===== config.mk =====
export PLATFORM = sky130hd
export DESIGN_NAME = led_pattern_ctrl
export DESIGN_NICKNAME = d
export VERILOG_FILES = /design/src/rtl/led_pattern_ctrl.sv
export SDC_FILE = /design/constraint.sdc
export NUM_CORES = 1
export LEC_CHECK = 0
export ABC_CLOCK_PERIOD_IN_PS = 3600
export CAP_MARGIN = 20
export CORE_UTILIZATION = 30
export CTS_BUF_LIST = sky130_fd_sc_hd__clkbuf_4 sky130_fd_sc_hd__clkbuf_8 sky130_fd_sc_hd__clkbuf_16
export CTS_CLUSTER_SIZE = 14
export DETAILED_ROUTE_END_ITERATION = 10
export REMOVE_ABC_BUFFERS = 1
export SLEW_MARGIN = 5
export SYNTH_ARGS = -nofsm -noshare
export SYNTH_HDL_FRONTEND = slang
export SYNTH_SLANG_ARGS = --single-unit

===== constraint.sdc =====
create_clock -name CLK -period 3.6 [get_ports CLK]
set_input_delay 0.72 -clock CLK [delete_from_list [all_inputs] [get_ports CLK]]
set_output_delay 0.72 -clock CLK [all_outputs]
set_load 0.02 [all_outputs]

===== src/rtl/led_pattern_ctrl.sv =====
// LED pattern controller: prescaled step timebase, synchronised mode-advance key and
// four animated LED patterns (count, chase, bounce, blink).
module led_pattern_ctrl #(
   parameter int unsigned T_TICK = 12500000
) (
   input  logic       CLK,
   input  logic       RST,
   input  logic       KEY,
   input  logic [1:0] SPEED,
   output logic [3:0] LED,
   output logic [1:0] MODE,
   output logic       TICK
);

   typedef enum logic [1:0] {
      ModeCount  = 2'd0,
      ModeChase  = 2'd1,
      ModeBounce = 2'd2,
      ModeBlink  = 2'd3
   } mode_e;

   localparam logic [25:0] PRESC_MAX = 26'(T_TICK - 1);

   mode_e       r_mode;
   mode_e       w_mode_nxt;
   logic [3:0]  r_led;
   logic [3:0]  w_led_nxt;
   logic        r_dir_down;
   logic        w_dir_down_nxt;
   logic [25:0] r_presc;
   logic [25:0] w_presc_nxt;
   logic [2:0]  r_step_cnt;
   logic [2:0]  w_step_cnt_nxt;
   logic        r_sync1;
   logic        r_sync2;
   logic        r_sync3;
   logic        w_key_evt;
   logic        w_base_tick;
   logic        w_step;
   logic [2:0]  w_step_limit;

   // Key synchroniser plus one delay flop for rising-edge detection
   always_ff @(posedge CLK or posedge RST) begin
      if (RST) begin
         r_sync1 <= 1'b0;
         r_sync2 <= 1'b0;
         r_sync3 <= 1'b0;
      end else begin
         r_sync1 <= KEY;
         r_sync2 <= r_sync1;
         r_sync3 <= r_sync2;
      end
   end

   assign w_key_evt   = r_sync2 & ~r_sync3;
   assign w_base_tick = (r_presc == PRESC_MAX);

   always_comb begin
      w_step_limit = 3'd0;
      unique case (SPEED)
         2'd0:    w_step_limit = 3'd0;
         2'd1:    w_step_limit = 3'd1;
         2'd2:    w_step_limit = 3'd3;
         default: w_step_limit = 3'd7;
      endcase
   end

   // >= rather than == so a live SPEED drop below the current count steps at once
   assign w_step = w_base_tick & (r_step_cnt >= w_step_limit) & ~w_key_evt;

   always_comb begin
      w_presc_nxt    = r_presc + 26'd1;
      w_step_cnt_nxt = r_step_cnt;
      if (w_base_tick) begin
         w_presc_nxt    = 26'd0;
         w_step_cnt_nxt = (r_step_cnt >= w_step_limit) ? 3'd0 : r_step_cnt + 3'd1;
      end
      if (w_key_evt) begin
         w_presc_nxt    = 26'd0;
         w_step_cnt_nxt = 3'd0;
      end
   end

   always_ff @(posedge CLK or posedge RST) begin
      if (RST) begin
         r_presc    <= 26'd0;
         r_step_cnt <= 3'd0;
      end else begin
         r_presc    <= w_presc_nxt;
         r_step_cnt <= w_step_cnt_nxt;
      end
   end

   // Mode FSM: state register
   always_ff @(posedge CLK or posedge RST) begin
      if (RST) begin
         r_mode <= ModeCount;
      end else begin
         r_mode <= w_mode_nxt;
      end
   end

   // Mode FSM: next state
   always_comb begin
      w_mode_nxt = r_mode;
      if (w_key_evt) begin
         w_mode_nxt = mode_e'(r_mode + 2'd1);
      end
   end

   // Mode FSM: outputs
   always_comb begin
      MODE = r_mode;
      LED  = r_led;
      TICK = w_step;
   end

   always_comb begin
      w_led_nxt      = r_led;
      w_dir_down_nxt = r_dir_down;
      if (w_key_evt) begin
         w_dir_down_nxt = 1'b0;
         w_led_nxt      = ((w_mode_nxt == ModeChase) || (w_mode_nxt == ModeBounce)) ?
                          4'b0001 : 4'b0000;
      end else if (w_step) begin
         unique case (r_mode)
            ModeCount: w_led_nxt = r_led + 4'd1;
            ModeChase: w_led_nxt = {r_led[2:0], r_led[3]};
            ModeBounce: begin
               if (!r_dir_down) begin
                  w_led_nxt = {r_led[2:0], 1'b0};
                  if (w_led_nxt == 4'b1000) w_dir_down_nxt = 1'b1;
               end else begin
                  w_led_nxt = {1'b0, r_led[3:1]};
                  if (w_led_nxt == 4'b0001) w_dir_down_nxt = 1'b0;
               end
            end
            default: w_led_nxt = ~r_led;
         endcase
      end
   end

   always_ff @(posedge CLK or posedge RST) begin
      if (RST) begin
         r_led      <= 4'b0000;
         r_dir_down <= 1'b0;
      end else begin
         r_led      <= w_led_nxt;
         r_dir_down <= w_dir_down_nxt;
      end
   end

endmodule


==> results.toml <==
[critical_path]
critPathMaxFanout = 2
cp-end-kind = "primary output"
crit_path_start_kind = "primary input"
arrival_ps = 2700
cp_slowest_stage_delay_ps = 540
path_cells = "clkdlybuf4s50_1 -> or2_2 -> ha_1 -> nand2b_1 -> a31oi_1 -> or4_1 -> nor2_1 -> clkbuf_2"
crit_slowest_cell = "or4_1"
required_ps = 2880
crit_type = "primary input to primary output"

[floorplanning]
fp.dieW_um = 86.1
start_util_pct = 31.2
rows = 30
core-area_um2 = 6790
die_area_um2 = 7410
die_y_um = 86.1
io_pins = 12

[logic_synthesis]
yosysTopAreaCell = "dfrtp_1"
yosysUniqueCellTypes = 43
yosysWarnings = 0
synth-edff-count = 0
syn_area_per_cell_um2 = 9.68
synth_top_area_share_pct = 46.0
synthFlopType = "dfrtp_1"
ys_seq_elements = 39
seq_area_frac_synth_pct = 46.0
netlist_area_um2 = 2120
synth_area_leaders = "dfrtp_1 (46%), xor2_1 (8.3%), ha_1 (6.5%)"
async_flop_share_pct = 100
syn_inst = 219

[pwr]
irDropWorstVdd_v = 0.000127
leakagePower_nw = 1.08
power_density_nw_per_um2 = 440

[sta]
relSlewSlack_pct = 56.7
slew_violations = 0
skew_ps = 8.24
fmax_mhz = 293
final-hold-violation-count = 0
min_period_ps = 3420
min_period_over_period_pct = 94.9
worst_pin_slew_ps = 643
finalSetupViolations = 0
rsz0062_at_grt = "no"

[routing]
drc_errors = 0
num_vias = 1564
final_antenna_net_count = 0
drt_iter0_markers = 112
wl_per_cell_um = 11.4
via_per_inst = 4.74
detail_route.first_pass.iterations = 4
wl_um = 3750

[clock_network]
clock-sinks = 39
htree_levels = 2
clk_latency_ps = 290
cts-hold-fix-buffers = 0
path_clk_slew_ps = 80
cts_buffer_depth = 2
root_buffer = "clkbuf_8"
cts_buffers = 5
cts_setup_buffers = 0
tritoncts = "built"

[grt]
grt_overflow = 0
antenna_found_initial = 0
grt_pass1_vias = 1455
grt_pass1_wl_um = 6620
grt_max_degree = 40
grt.total_usage_pct = 11.5

[layout]
n_antenna_cell = 0
regArea_um2 = 976
syn_to_final_growth_pct = 14.6
multi_input_area_um2 = 1060
nNetsFinal = 249
finalInstanceArea_um2 = 2430
final_cell_count_no_fill = 330
nFillCells = 695
drive_gt1_share_pct = 10.3

[run_status]
status = "complete, no violations"

[worst_hold_path]
holdCritPathClass = "flip-flop to flip-flop"

[place]
dpl_cell_area_um2 = 2340
place_hpwl_um = 2530
gp_congestion = 0.779
dp.cells = 322
portBuffers = 11

[flow_run]
maxCapViolCount = 0
[worst paths after layout]
kind                              from          end  slack (ps)  cells after the start
max                           SPEED[1]         TICK         180                      8
min                            r_sync1      r_sync2         360                      0
max reg2reg                r_presc[14]       LED[1]        1410                      6
min reg2reg                    r_sync1      r_sync2         360                      0
max in group asynchronous          RST  r_presc[21]        2410                      3
min in group asynchronous          RST      r_sync1         850                      3
[cell families after synthesis]
| group | Yosys count | synth area share (%) |
|---|---|---|
| fa+ha+maj | 11 | 6.49 |
| mux | 1 | 0.472 |
| buf+inv | 19 | 3.95 |
| xor+xnor | 26 | 10.7 |
| flops | 39 | 46.0 |
| compound gates | 22 | 7.14 |
| simple gates | 101 | 25.1 |
[cell usage after synthesis, types with 2 or more instances]
cell type	number
a21o_1	2
nand2b_1	2
nor2b_1	2
a32oi_1	2
nand3b_1	2
nand4_1	6
or3_1	2
nor3_1	4
o221a_2	2
xnor2_1	6
and4_1	5
buf_2	3
nand3_1	15
dfrtp_1	39
a21oi_1	6
a31oi_1	2
clkbuf_1	4
o21ai_0	4
ha_1	11
nand2_1	17
inv_1	9
and3_1	4
nor2_1	31
xor2_1	20
[critical path, delay by kind of cell]
kind / cells / cell delay [ps]
simple gates: 4 / 1030
buf+inv: 2 / 580
fa+ha+maj: 1 / 260
compound gates: 1 / 90
[power by group]
group          internal (W)  total (W)  switching (W)
clock              0.000143   0.000294       0.000151
sequential         0.000472   0.000514      0.0000423
combinational      0.000119   0.000261       0.000142
total              0.000733    0.00107       0.000336
[cell type report]
cell class | instances | area share [%]
flip-flops and latches | 39 | 40.2
clock buffers | 6 | 3.14
clock inverters | 2 | 0.515
inverters | 9 | 1.39
repair buffers | 17 | 6.18
well taps | 96 | 4.95
multi-input cells | 161 | 43.6
[flip-flops by register name (all words and copies together) (netlist names)]
register and flops:
LED 4, MODE 2, r_dir_down 1, r_presc 26, r_step_cnt 3, r_sync1 1
r_sync2 1, r_sync3 1
[metrics by stage]
| step | total power, W | hold WS, ps | utilization, % | setup WS [ps] | TNS [ps] |
|---|---|---|---|---|---|
| after floorplan | 0.000698 | 331 | - | 430 | 0 |
| after global placement | 0.000779 | 335 | 34.5 | -234 | -234 |
| after detailed placement | 0.000783 | 339 | 34.5 | -255 | -255 |
| after CTS | 0.00109 | 357 | 35.8 | 17.7 | 0 |
| after global routing | 0.00115 | 374 | 35.7 | 78.6 | 0 |
| final | 0.00107 | 356 | 35.7 | 185 | 0 |
[metal layers]
metal,wire length [um],track usage (%),vias up
met2,1630,17.3,23
li1,-,-,798
met3,107,4.33,4
met4,31,3.18,0
met5,0,0,-
met1,1970,15.3,739
[layout by cell type (no fill, tap or decap), drive strengths merged, types with 3 or more instances in the layout]
cell type      instances
buf                    6
nand3                 15
xnor2                  6
nor3                   4
and3                   5
ha                    11
inv                    9
clkbuf                 7
and4                   7
clkdlybuf4s50         10
or3                    3
xor2                  20
nor2                  31
o21ai                  4
nand4                  6
nand2                 17
a21oi                  6
dfrtp                 39
[timing repair]
item,CTS,global route
gates resized for setup,1,2
setup endpoints to repair,1,1
pin swaps,0,0
No activity file was read; power rests on OpenSTA's default activity.
